`src/rtl/point_validation_scheduler.sv`:
```
// Radius-neighbor inlier test scheduler: issues batch distance reads for one query
// point, accumulates in-radius lanes and reports inlier/outlier once the verdict is known.
module point_validation_scheduler #(
    parameter int unsigned N                 = 16,
    parameter int unsigned LANES             = 32,
    parameter int unsigned ADDR_W            = 16,
    parameter int unsigned NEIGHBOR_TRESHOLD = 30,
    parameter int unsigned MAX_OUT           = 4
) (
    input  logic              clock,
    input  logic              reset,
    input  logic              pt_valid,
    output logic              pt_ready,
    input  logic [2*N-1:0]    point_cloud_size,
    output logic              rd_en,
    output logic [ADDR_W-1:0] rd_batch,
    input  logic              hit_valid,
    input  logic [LANES-1:0]  hit_mask,
    output logic              res_valid,
    input  logic              res_ready,
    output logic              res_inlier,
    output logic              res_outlier,
    output logic [N-1:0]      res_neighbors,
    output logic              proto_err
);

    localparam int unsigned S_W   = 2 * N;
    localparam int unsigned OUT_W = 4;
    localparam int unsigned PC_W  = $clog2(LANES + 1);
    localparam int unsigned SUM_W = N + PC_W;

    localparam logic [N-1:0]     THRESH  = N'(NEIGHBOR_TRESHOLD);
    localparam logic [N-1:0]     CNT_MAX = {N{1'b1}};
    localparam logic [OUT_W-1:0] OUT_MAX = OUT_W'(MAX_OUT);
    localparam logic [S_W-1:0]   LANES_S = S_W'(LANES);

    typedef enum logic [1:0] {IDLE, ISSUE, DRAIN, DONE} state_t;

    state_t              state_q, state_d;
    logic [S_W-1:0]      iss_rem_q, iss_rem_d;
    logic [S_W-1:0]      rec_rem_q, rec_rem_d;
    logic [ADDR_W-1:0]   issued_q, issued_d;
    logic [OUT_W-1:0]    outst_q, outst_d;
    logic [N-1:0]        count_q, count_d;
    logic                rd_en_q, rd_en_d;
    logic                pt_ready_q, pt_ready_d;
    logic                res_valid_q, res_valid_d;
    logic                res_inlier_q, res_inlier_d;
    logic                res_outlier_q, res_outlier_d;
    logic [N-1:0]        res_nb_q, res_nb_d;
    logic                proto_q, proto_d;

    logic                hit_acc;
    logic [LANES-1:0]    valid_mask;
    logic [PC_W-1:0]     hit_cnt;
    logic [SUM_W-1:0]    sum_wide;
    logic [N-1:0]        count_sat;

    assign hit_acc = hit_valid && (outst_q != '0);

    // Lanes past the end of the cloud are masked off; rec_rem_q holds lanes still to arrive.
    always_comb begin
        valid_mask = '0;
        hit_cnt    = '0;
        for (int unsigned l = 0; l < LANES; l++) begin
            valid_mask[l] = (S_W'(l) < rec_rem_q);
            hit_cnt       = hit_cnt + PC_W'(hit_mask[l] & valid_mask[l]);
        end
        sum_wide  = SUM_W'(count_q) + SUM_W'(hit_cnt);
        count_sat = (sum_wide > SUM_W'(CNT_MAX)) ? CNT_MAX : sum_wide[N-1:0];
    end

    // Next-state and registered-output logic.
    always_comb begin
        state_d   = state_q;
        iss_rem_d = iss_rem_q;
        rec_rem_d = rec_rem_q;
        issued_d  = issued_q;
        count_d   = count_q;
        outst_d   = outst_q + OUT_W'(rd_en_q) - OUT_W'(hit_acc);

        if (rd_en_q) begin
            issued_d  = issued_q + ADDR_W'(1);
            iss_rem_d = (iss_rem_q > LANES_S) ? (iss_rem_q - LANES_S) : '0;
        end
        if (hit_acc) begin
            rec_rem_d = (rec_rem_q > LANES_S) ? (rec_rem_q - LANES_S) : '0;
        end

        case (state_q)
            IDLE: begin
                if (pt_valid) begin
                    iss_rem_d = point_cloud_size;
                    rec_rem_d = point_cloud_size;
                    issued_d  = '0;
                    outst_d   = '0;
                    count_d   = '0;
                    state_d   = (point_cloud_size == '0) ? DONE : ISSUE;
                end
            end
            ISSUE: begin
                if (count_q >= THRESH) begin
                    state_d = DRAIN;
                end else begin
                    if (hit_acc) begin
                        count_d = count_sat;
                    end
                    if (rec_rem_q == '0) begin
                        state_d = DONE;
                    end
                end
            end
            DRAIN: begin
                if (outst_d == '0) begin
                    state_d = DONE;
                end
            end
            DONE: begin
                if (res_ready) begin
                    state_d = IDLE;
                end
            end
            default: state_d = IDLE;
        endcase

        rd_en_d       = (state_d == ISSUE) && (iss_rem_d != '0) &&
                        (outst_d < OUT_MAX) && (count_d < THRESH);
        pt_ready_d    = (state_d == IDLE);
        res_valid_d   = (state_d == DONE);
        res_inlier_d  = (state_d == DONE) && (count_d >= THRESH);
        res_outlier_d = (state_d == DONE) && (count_d < THRESH);
        res_nb_d      = (state_d == DONE) ? count_d : '0;
        proto_d       = proto_q | (hit_valid && (outst_q == '0));
    end

    always_ff @(posedge clock) begin
        if (reset) begin
            state_q       <= IDLE;
            iss_rem_q     <= '0;
            rec_rem_q     <= '0;
            issued_q      <= '0;
            outst_q       <= '0;
            count_q       <= '0;
            rd_en_q       <= 1'b0;
            pt_ready_q    <= 1'b1;
            res_valid_q   <= 1'b0;
            res_inlier_q  <= 1'b0;
            res_outlier_q <= 1'b0;
            res_nb_q      <= '0;
            proto_q       <= 1'b0;
        end else begin
            state_q       <= state_d;
            iss_rem_q     <= iss_rem_d;
            rec_rem_q     <= rec_rem_d;
            issued_q      <= issued_d;
            outst_q       <= outst_d;
            count_q       <= count_d;
            rd_en_q       <= rd_en_d;
            pt_ready_q    <= pt_ready_d;
            res_valid_q   <= res_valid_d;
            res_inlier_q  <= res_inlier_d;
            res_outlier_q <= res_outlier_d;
            res_nb_q      <= res_nb_d;
            proto_q       <= proto_d;
        end
    end

    assign pt_ready      = pt_ready_q;
    assign rd_en         = rd_en_q;
    assign rd_batch      = issued_q;
    assign res_valid     = res_valid_q;
    assign res_inlier    = res_inlier_q;
    assign res_outlier   = res_outlier_q;
    assign res_neighbors = res_nb_q;
    assign proto_err     = proto_q;

endmodule

```
`config.mk`:
```
export PLATFORM = sky130hd
export DESIGN_NAME = point_validation_scheduler
export DESIGN_NICKNAME = d
export VERILOG_FILES = /design/src/rtl/point_validation_scheduler.sv
export SDC_FILE = /design/constraint.sdc
export NUM_CORES = 1
export LEC_CHECK = 0
export CAP_MARGIN = 20
export CORE_UTILIZATION = 55
export DETAILED_ROUTE_END_ITERATION = 8
export HOLD_SLACK_MARGIN = 0.05
export PLACE_DENSITY = 0.84
export SLEW_MARGIN = 20
export SYNTH_ARGS = -nofsm -noshare
export SYNTH_HDL_FRONTEND = slang
export SYNTH_SLANG_ARGS = --single-unit
```
`constraint.sdc`:
```
create_clock -name clock -period 18.1 [get_ports clock]
set_clock_uncertainty 0.05 [all_clocks]
set_input_delay 1.81 -clock clock [delete_from_list [all_inputs] [get_ports clock]]
set_output_delay 1.81 -clock clock [all_outputs]
set_load 0.02 [all_outputs]
```
==> results of run 1 <==
-- cells in the final DEF (no fill, tap or decap), types with 23 or more instances in the layout --
master,n
a21oi_1,50
ha_1,24
inv_1,48
xor2_1,43
a22oi_1,28
xnor2_1,24
clkdlybuf4s50_1,105
nor2_1,110
nor4_1,23
fa_1,27
nor3_1,26
dfxtp_1,124
nand2_1,88
o21ai_0,29
-- cell type report --
cell class | count | area (um2)
sequential | 124 | 2480
timing repair buffer | 111 | 1090
fill | 986 | 3860
tap | 172 | 215
clock buffer | 19 | 443
clock inverter | 7 | 50.0
inverter | 48 | 180
multi-input combinational | 646 | 4350
-- Yosys cell counts, drive strengths merged, types with 3 or more instances --
cell | n | area (um2)
xnor2 | 24 | 210
o221a | 3 | 33.8
or2 | 8 | 50.1
o21ai | 29 | 145
nand3 | 18 | 90.1
nand2 | 88 | 330
a211oi | 3 | 22.5
and3 | 12 | 75.1
a21o | 5 | 37.5
ha | 24 | 300
or3 | 13 | 81.3
o21bai | 4 | 30.0
nor3 | 26 | 130
nor2 | 110 | 413
buf | 5 | 23.8
fa | 27 | 541
nand4 | 11 | 68.8
a31oi | 3 | 18.8
or4 | 7 | 60.1
o41ai | 3 | 26.3
and2 | 17 | 106
nand3b | 4 | 30.0
dfxtp | 124 | 2480
xor2 | 43 | 377
o31ai | 3 | 22.5
a21boi | 4 | 30.0
a22oi | 28 | 210
o31a | 4 | 35.0
clkbuf | 39 | 148
nand2b | 7 | 43.8
a21oi | 52 | 264
o21a | 5 | 37.5
nor4 | 28 | 233
inv | 48 | 180
nor2b | 8 | 50.1
-- layer usage --
layer | up-vias | part of all wire
met5 | - | 0
met4 | 0 | 0.025
met3 | 49 | 0.079
met2 | 276 | 0.46
met1 | 3067 | 0.43
li1 | 3139 | -
-- how the worst max path moves through the flow --
stage                     endpoint  slack [ns]  depth (start not counted)           from
after floorplan              rd_en       10.86                         24  rec_rem_q[22]
after global placement       rd_en       10.31                         20   hit_mask[16]
after detailed placement     rd_en       10.11                         19    hit_mask[0]
after CTS                    rd_en       10.22                         23  rec_rem_q[20]
after global routing         rd_en        9.66                         23  rec_rem_q[20]
final                        rd_en       10.18                         23  rec_rem_q[20]
-- flip-flops by register name, summed over array words and instances, names as in the netlist --
signal and flops:
pt_ready 1, proto_err 1, res_neighbors 16, count_q 16, rd_en 1, res_inlier 1
res_valid 1, outst_q 4, iss_rem_q 32, res_outlier 1, rd_batch 16, state_q 2
rec_rem_q 32
-- worst register-to-register path, cell delays in order, from the launching register on --
cell      delay [ns]
dfxtp_1         0.33
or3_1           0.42
nor4_2          0.43
nand4_1         0.25
nor3_1          0.25
buf_4           0.22
nand2_1         0.20
o21ai_0         0.30
fa_1            0.48
fa_1            0.48
fa_1            0.53
fa_1            0.56
fa_1            0.56
fa_1            0.58
fa_1            0.21
inv_1           0.07
fa_1            0.42
a211oi_1        0.27
o21bai_1        0.11
a21o_1          0.21
xor2_1          0.15
a22oi_1         0.28
and4b_1         0.33
and4_1          0.20
-- kinds of logic after synthesis --
group                    after synthesis  share of synthesized area
flip-flops                           124                      0.346
AND/OR/NAND/NOR                      370                      0.263
multiplexers                           2                    0.00296
buffers and inverters                 92                     0.0490
adder cells (fa/ha/maj)               51                      0.117
XOR/XNOR                              67                     0.0818
AO/OA/AOI/OAI                        156                      0.140
-- power breakdown --
| part | internal [mW] | switching, mW | leakage (nW) | total, mW |
|---|---|---|---|---|
| sequential | 0.300 | 0.0329 | 1.01 | 0.333 |
| combinational | 0.320 | 0.434 | 2.40 | 0.754 |
| clock | 0.173 | 0.116 | 0.223 | 0.289 |
==> impl_metrics.yaml, run 1 <==
worst_setup_path:
  arrival_ns: 8.21
  worstSetupPathType: "reg -> reg"
  r2r-end: "rd_en"
  cp_max_fo: 11
  critical_path_buf_inv_count: 2
  reg2reg_slack_ns: 10.18
  cp_slowest_cell: "fa_1"
  cp_common_cell: "fa_1"
  cpPeakStageDelay_ns: 0.58
  worstPathRequired_ns: 18.39
  crit_family: "adder cells"
  path_cells: "or3_1 -> nor4_2 -> nand4_1 -> nor3_1 -> buf_4 -> nand2_1 -> o21ai_0 -> fa_1 -> fa_1 -> fa_1 -> fa_1 -> fa_1 -> fa_1 -> fa_1 -> inv_1 -> fa_1 -> a211oi_1 -> o21bai_1 -> a21o_1 -> xor2_1 -> a22oi_1 -> and4b_1 -> and4_1"
  reg2reg_from: "rec_rem_q[20]"
  rr_worst_depth: 23
  start_kind: "flop"
  worst_setup_path_end_kind: "flop"
power_and_ir_drop:
  p_per_area_mw_per_mm2: 156
  total_leakage_power_nw: 3.64
  p_total_mw: 1.38
  max-vdd-ir-drop_mv: 0.145
timing:
  slew_headroom: 0.486
  fmax_mhz: 126
  finalCritPeriodShare: 0.438
  finalSetupViolCount: 0
  slew_violations: 0
  hold_viol: 0
  holdWs_ns: 0.409
  rsz0062_at_grt: "false"
  tns_ns: 0
  fin_ws_ns: 10.18
  fin_crit_ns: 7.92
  tightest_slew_ns: 0.772
clock_network:
  clkLatencyLatePin_ns: 0.41
  cts_resized: 0
  htree_num_levels: 4
  hold_buffers: 0
  cts-root-buf: "clkbuf_16"
  numCtsBuffers: 17
  postCtsSetupBuffers: 0
  clockBufferDepth: 2
  cts.sinks: 124
  clkTransAtPathRegs_ns: 0.05
  cts_tree: "yes"
finish:
  num_antenna_cells: 0
  utilization: 0.696
  final_cell_count_no_fill: 1127
  final_cell_area_mm2: 0.00881
  nNetsFinal: 1068
  drive_gt1_frac: 0.0576
  area_growth_syn_to_layout_pct: 22.9
placement:
  io_buffers: 106
  dpl_worst_slack_ns: 10.11
  place.gp.congestion: 0.929
  placedInstanceArea_mm2: 0.00832
  hpwl_um: 13900
  dp.cells: 1101
synth:
  ys_seq_area_frac: 0.346
  synth_seq_cells: 124
  synth_area_mm2: 0.00717
  ys.flop_type: "dfxtp_1"
  ys_warn_count: 0
  avgSynthCellArea_um2: 8.32
  ys_types: 60
  async_flop_share: 0
  synth_edf_count: 0
  syn-num-nets: 982
  netlist_instances: 862
floorplan:
  row_count: 41
  initial_core_util: 0.566
  coreArea_mm2: 0.0127
  die_h_um: 116
  io_pins: 107
  die_w_um: 116
  die-area_mm2: 0.0135
global_routing:
  grt_max_degree: 72
  grt_util_all_layers: 0.289
  busiest_layer: "met2"
  met2_usage: 0.474
  gr-usage-met3: 0.0498
  grt_antenna_before_repair: 0
  grt_pass1_wl_um: 30100
  grt_pass1_vias: 6106
  grt_remaining_overflow: 0
  grtUsageMet1: 0.384
routing:
  vias: 6531
  viasPerCell: 5.80
  dr.pass1.iters: 6
  drc: 0
  wl_per_cell_um: 16.9
  drt_iter0_markers: 754
  ant_nets: 0
  finalWirelength_um: 19000
min_path:
  hold_depth: 2
  min_path_type: "reg -> reg"
  whs_endpoint: "iss_rem_q[0]"
  hold_start: "iss_rem_q[0]"
outcome:
  outcome: "finished, final reports clean"
flow_run:
  drv_cap: 0
No activity file was read; power rests on OpenSTA's default activity.
==> run 2: changes to the inputs <==
- CORE_UTILIZATION: 55 -> 50
- PLACE_DENSITY: 0.84 -> 0.81
- clock period: 18.1 -> 6.75 ns (I/O delays scaled with it)
==> run 2 against run 1 <==
  * The run now ends with setup timing left
  * Setup slack worse by 10 ns
  * Hold slack better by 0.0038 ns
  * Global-route usage is 1.6 points lower
  * Sequential cell count stayed put
  * Cell count is 5.2% higher
  * Sequential power grew to 2.7 times the previous value
  * Critical endpoint unchanged
==> impl_metrics.yaml, run 2 (synthesis results as in run 1) <==
worst_setup_path:
  r2r-end: "rd_en"
  reg2reg_slack_ns: -0.22
  worstSetupPathType: "reg -> reg"
  path_cells: "or3_4 -> nor4_4 -> nand4_1 -> nor3_2 -> buf_6 -> nand3_2 -> o21a_1 -> fa_1 -> inv_2 -> fa_2 -> fa_2 -> fa_1 -> fa_1 -> fa_1 -> fa_2 -> inv_2 -> fa_2 -> a21o_1 -> a21oi_2 -> xnor2_2 -> a31oi_1 -> o31a_1 -> and4b_1 -> and4_1"
  cp_slowest_cell: "fa_2"
  start_kind: "flop"
  worst_setup_path_end_kind: "flop"
  cp_max_fo: 6
  cpPeakStageDelay_ns: 0.57
  rr_worst_depth: 24
  reg2reg_from: "rec_rem_q[25]"
  worstPathRequired_ns: 7.01
  arrival_ns: 7.23
floorplan:
  coreArea_mm2: 0.0139
  io_pins: 107
  initial_core_util: 0.515
  die_w_um: 122
  die_h_um: 122
  row_count: 43
  die-area_mm2: 0.0148
global_routing:
  grtUsageMet1: 0.368
  busiest_layer: "met2"
  grt_pass1_vias: 6426
  grt_pass1_wl_um: 31600
  grt_remaining_overflow: 0
  grt_max_degree: 72
  met2_usage: 0.433
  grt_util_all_layers: 0.273
  grt_antenna_before_repair: 0
  gr-usage-met3: 0.0641
routing:
  ant_nets: 0
  wl_per_cell_um: 17.0
  drc: 0
  dr.pass1.iters: 5
  finalWirelength_um: 20200
  viasPerCell: 5.74
  drt_iter0_markers: 546
  vias: 6802
clock_network:
  clockBufferDepth: 2
  cts.sinks: 124
  cts_tree: "yes"
  clkTransAtPathRegs_ns: 0.06
  cts-root-buf: "clkbuf_16"
  clkLatencyLatePin_ns: 0.42
  numCtsBuffers: 17
  htree_num_levels: 4
  hold_buffers: 0
placement:
  place.gp.congestion: 0.941
  hpwl_um: 14200
  io_buffers: 106
finish:
  fillCellCount: 1067
  top_regs: "iss_rem_q x32, rec_rem_q x32"
  drive_gt1_frac: 0.147
  num_antenna_cells: 0
  utilization: 0.681
  nNetsFinal: 1113
  layout_commonest_cell: "dfxtp_1"
  layout_common_cells: "dfxtp_1, nor2_1, clkdlybuf4s50_1"
  area_growth_syn_to_layout_pct: 32.2
timing:
  fmax_mhz: 144
  fin_ws_ns: -0.216
  tightest_slew_ns: 0.812
  rsz0062_at_grt: "true"
  finalCritPeriodShare: 1.03
  finalSetupViolCount: 9
  slew_violations: 0
  fin_crit_ns: 6.97
  slew_headroom: 0.459
  holdWs_ns: 0.413
  hold_viol: 0
min_path:
  min_path_type: "reg -> reg"
  hold_start: "iss_rem_q[0]"
  whs_endpoint: "iss_rem_q[0]"
  hold_depth: 2
outcome:
  violations: "setup timing"
  outcome: "complete, but fails checks"
power_and_ir_drop:
  total_leakage_power_nw: 3.99
  max-vdd-ir-drop_mv: 0.500
  p_per_area_mw_per_mm2: 452
flow_run:
  drv_cap: 0
## run 2: changes by cell type in the layout (fill, tap and decap cells not counted), sizes merged
cell and change:
clkinvlp -3, bufinv +1, buf +45, inv +4
clkbuf -2, clkinv +6
## run 2: how the worst max path moves through the flow
| stage | cells after the start | slack, ns | from | end |
|---|---|---|---|---|
| after CTS | 25 | -0.16 | rec_rem_q[20] | rd_en |
| after floorplan | 25 | 0.002 | rec_rem_q[25] | rd_en |
| after global routing | 25 | -0.54 | rec_rem_q[25] | rd_en |
| after global placement | 24 | -0.06 | rec_rem_q[10] | rd_en |
| after detailed placement | 25 | -0.21 | rec_rem_q[10] | rd_en |
| final | 24 | -0.22 | rec_rem_q[25] | rd_en |
## run 2: per-stage QoR
step / setup slack [ns] / instances / instance area (um2) / total power [mW] / TNS [ns]
final: -0.216 / 1186 / 9480 / 4.29 / -0.720
after global routing: -0.537 / 1186 / 9480 / 4.59 / -3.67
after CTS: -0.164 / 1185 / 9330 / 3.99 / -0.419
after detailed placement: -0.207 / 1146 / 8670 / 3.02 / -0.691
after global placement: -0.0629 / 1146 / 8670 / 2.97 / -0.0909
after floorplan: 0.00242 / 862 / 7240 / 2.44 / 0
## run 2: layout make-up
type	instances	area, um2	share of cell area
Clock buffer	17	425	0.0449
Timing Repair Buffer	156	1450	0.153
Inverter	48	180	0.0190
Clock inverter	15	141	0.0149
Multi-Input combinational cell	646	4570	0.482
Sequential cell	124	2480	0.262
Tap cell	180	225	0.0237
## run 2: critical path: cells and delay by family, from the launching register on
kind | cells | cell delay (ns)
adders and majority gates | 8 | 3.58
xor gates and xnor gates | 1 | 0.14
and+or+nand+nor | 7 | 1.56
buffers and inverters | 3 | 0.25
DFF | 1 | 0.32
AOI/OAI and AO/OA | 5 | 0.95
## run 2: routing by layer
layer	up-vias	part of all wire	wire (um)
li1	3240	-	-
met1	3246	0.44	8840
met2	278	0.47	9410
met3	38	0.076	1530
met4	0	0.019	379
met5	-	0	0
## run 2: power by group
| part | internal, mW | total [mW] | leakage (nW) | switching, mW |
|---|---|---|---|---|
| clock | 0.511 | 0.865 | 0.271 | 0.354 |
| sequential | 0.803 | 0.892 | 1.01 | 0.0891 |
| combinational | 1.23 | 2.53 | 2.71 | 1.30 |
## run 2: timing repair
| action | CTS | global route |
|---|---|---|
| pin swaps | 18 | 16 |
| endpoints found under the hold margin | 0 | 0 |
| cloned | 0 | 0 |
| resized for setup | 17 | 29 |
| setup buffers | 7 | 3 |
| setup endpoints to repair | 9 | 11 |
==> run 3: changes to the inputs <==
- CORE_MARGIN: default -> 5
- GPL_ROUTABILITY_DRIVEN: default -> 0
==> run 3 against run 2 <==
  * The flow still finishes with violations (setup timing)
  * Combinational power decreased by 5%
  * Via count decreased by 0.37%
  * Final area decreased by 0.77%
  * Sequential share of layout area increased by 0.20 points
  * Sequential cell count unchanged
  * Global-route usage decreased by 3.3 points
  * Fmax decreased by 1.3%
  * Clock-buffer cell count increased by 2
  * Power decreased by 2.8%
  * Clock power increased by 0.5%
  * Routed wire length increased by 1.3%
  * Critical path depth increased by 1
  * Largest cell class unchanged
  * Highest routed layer unchanged
==> impl_metrics.yaml, run 3 (synthesis results as in run 1) <==
timing:
  holdWs_ns: 0.424
  fmax_mhz: 142
  finalSetupViolCount: 9
  slew_headroom: 0.353
  finalCritPeriodShare: 1.05
  hold_viol: 0
  fin_crit_ns: 7.06
  slew_violations: 0
  tightest_slew_ns: 0.970
  tns_ns: -1.65
  fin_ws_ns: -0.308
  rsz0062_at_grt: "true"
worst_setup_path:
  arrival_ns: 7.32
  start_kind: "flop"
  cp_max_fo: 5
  worstPathRequired_ns: 7.01
  worst_setup_path_end_kind: "flop"
  worstSetupPathType: "reg -> reg"
finish:
  top_regs: "iss_rem_q x32, rec_rem_q x32"
  nNetsFinal: 1118
  layout_commonest_cell: "dfxtp_1"
  multi_input_area_mm2: 0.00448
  register_area_mm2: 0.00248
  fillCellCount: 1080
  final_cell_area_mm2: 0.00941
  area_growth_syn_to_layout_pct: 31.2
  drive_gt1_frac: 0.139
  layout_common_cells: "dfxtp_1, nor2_1, clkdlybuf4s50_1"
  num_antenna_cells: 0
placement:
  io_buffers: 106
  dpl_worst_slack_ns: -0.280
  placedInstanceArea_mm2: 0.00869
  hpwl_um: 14600
clock_network:
  clkTransAtPathRegs_ns: 0.06
  htree_num_levels: 4
  clockBufferDepth: 2
  cts-root-buf: "clkbuf_16"
  clkLatencyLatePin_ns: 0.42
  cts.sinks: 124
  cts_tree: "yes"
  hold_buffers: 0
  numCtsBuffers: 17
outcome:
  violations: "setup timing"
  outcome: "complete, but fails checks"
routing:
  vias: 6777
  drt_iter0_markers: 654
  ant_nets: 0
  drc: 0
  finalWirelength_um: 20400
  viasPerCell: 5.69
  wl_per_cell_um: 17.1
  dr.pass1.iters: 6
floorplan:
  coreArea_mm2: 0.0140
  io_pins: 107
  die-area_mm2: 0.0168
  row_count: 43
  die_h_um: 130
  die_w_um: 130
  initial_core_util: 0.513
global_routing:
  grt_remaining_overflow: 0
  grt_max_degree: 72
  grt_pass1_vias: 6450
  grt_pass1_wl_um: 32200
  grt_antenna_before_repair: 0
  grt_util_all_layers: 0.240
min_path:
  min_path_type: "reg -> reg"
power_and_ir_drop:
  p_total_mw: 4.17
  max-vdd-ir-drop_mv: 0.592
  total_leakage_power_nw: 3.96
  p_per_area_mw_per_mm2: 443
flow_run:
  drv_cap: 0
-- run 3: changes by cell type in the layout (fill, tap and decap cells not counted), sizes merged --
| cell | previous run | this run |
|---|---|---|
| buf | 51 | 56 |
| clkinv | 7 | 5 |
| inv | 52 | 50 |
| clkbuf | 17 | 19 |
| clkinvlp | 3 | 5 |
-- run 3: critical path, cell delays in order (launching register included) --
cell and delay, ns:
dfxtp_2 0.32, or3_4 0.39, nor4_4 0.24, nand4_1 0.22
buf_4 0.20, nand2b_4 0.15, o21a_1 0.21, fa_1 0.50
inv_1 0.05, fa_1 0.49, inv_2 0.04, fa_1 0.49
inv_2 0.04, fa_1 0.54, fa_1 0.44, fa_1 0.53
fa_2 0.23, inv_2 0.04, fa_2 0.35, a21o_1 0.21
a21oi_2 0.16, xnor2_1 0.17, a31oi_1 0.15, o31a_1 0.33
and4b_1 0.22, and4_1 0.18
-- run 3: timing repair --
action / in CTS / in global routing
endpoints found under the hold margin: 0 / 0
pin swaps: 12 / 11
endpoints found under the setup margin: 11 / 12
buffers inserted: 4 / 5
gates resized for setup: 15 / 8
-- run 3: area by class of cell --
cell class,count,share of cell area
flip-flops and latches,124,0.264
clock inverters,13,0.0125
multi-input cells,646,0.476
inverters,48,0.0191
clock buffers,19,0.0481
well taps,180,0.0239
repair buffers,161,0.156
-- run 3: per-layer routing --
layer | GRT usage | vias up | share of wire
li1 | - | 3250 | -
met2 | 0.383 | 299 | 0.47
met3 | 0.0639 | 37 | 0.082
met4 | 0.0844 | 0 | 0.022
met5 | 0 | - | 0
met1 | 0.315 | 3191 | 0.43
-- run 3: power breakdown --
part | leakage [nW] | switching (mW) | internal, mW
Combinational | 2.68 | 1.27 | 1.13
Clock | 0.268 | 0.343 | 0.525
Sequential | 1.01 | 0.0874 | 0.803
Total | 3.96 | 1.70 | 2.46
-- run 3: worst paths after layout --
kind	slack (ns)	to	from	cells after the start
max	-0.31	rd_en	rec_rem_q[23]	25
min	0.42	iss_rem_q[2]	iss_rem_q[2]	2
max reg2reg	-0.31	rd_en	rec_rem_q[23]	25
min reg2reg	0.42	iss_rem_q[2]	iss_rem_q[2]	2
-- run 3: per-stage QoR --
| step | std cells | util |
|---|---|---|
| 6_report | 1191 | 0.673 |
| 5_1_grt | 1191 | 0.673 |
| 4_1_cts | 1186 | 0.667 |
| 3_5_place_dp | 1150 | 0.621 |
| 3_3_place_gp | 1150 | 0.621 |
| 2_1_floorplan | 862 | - |
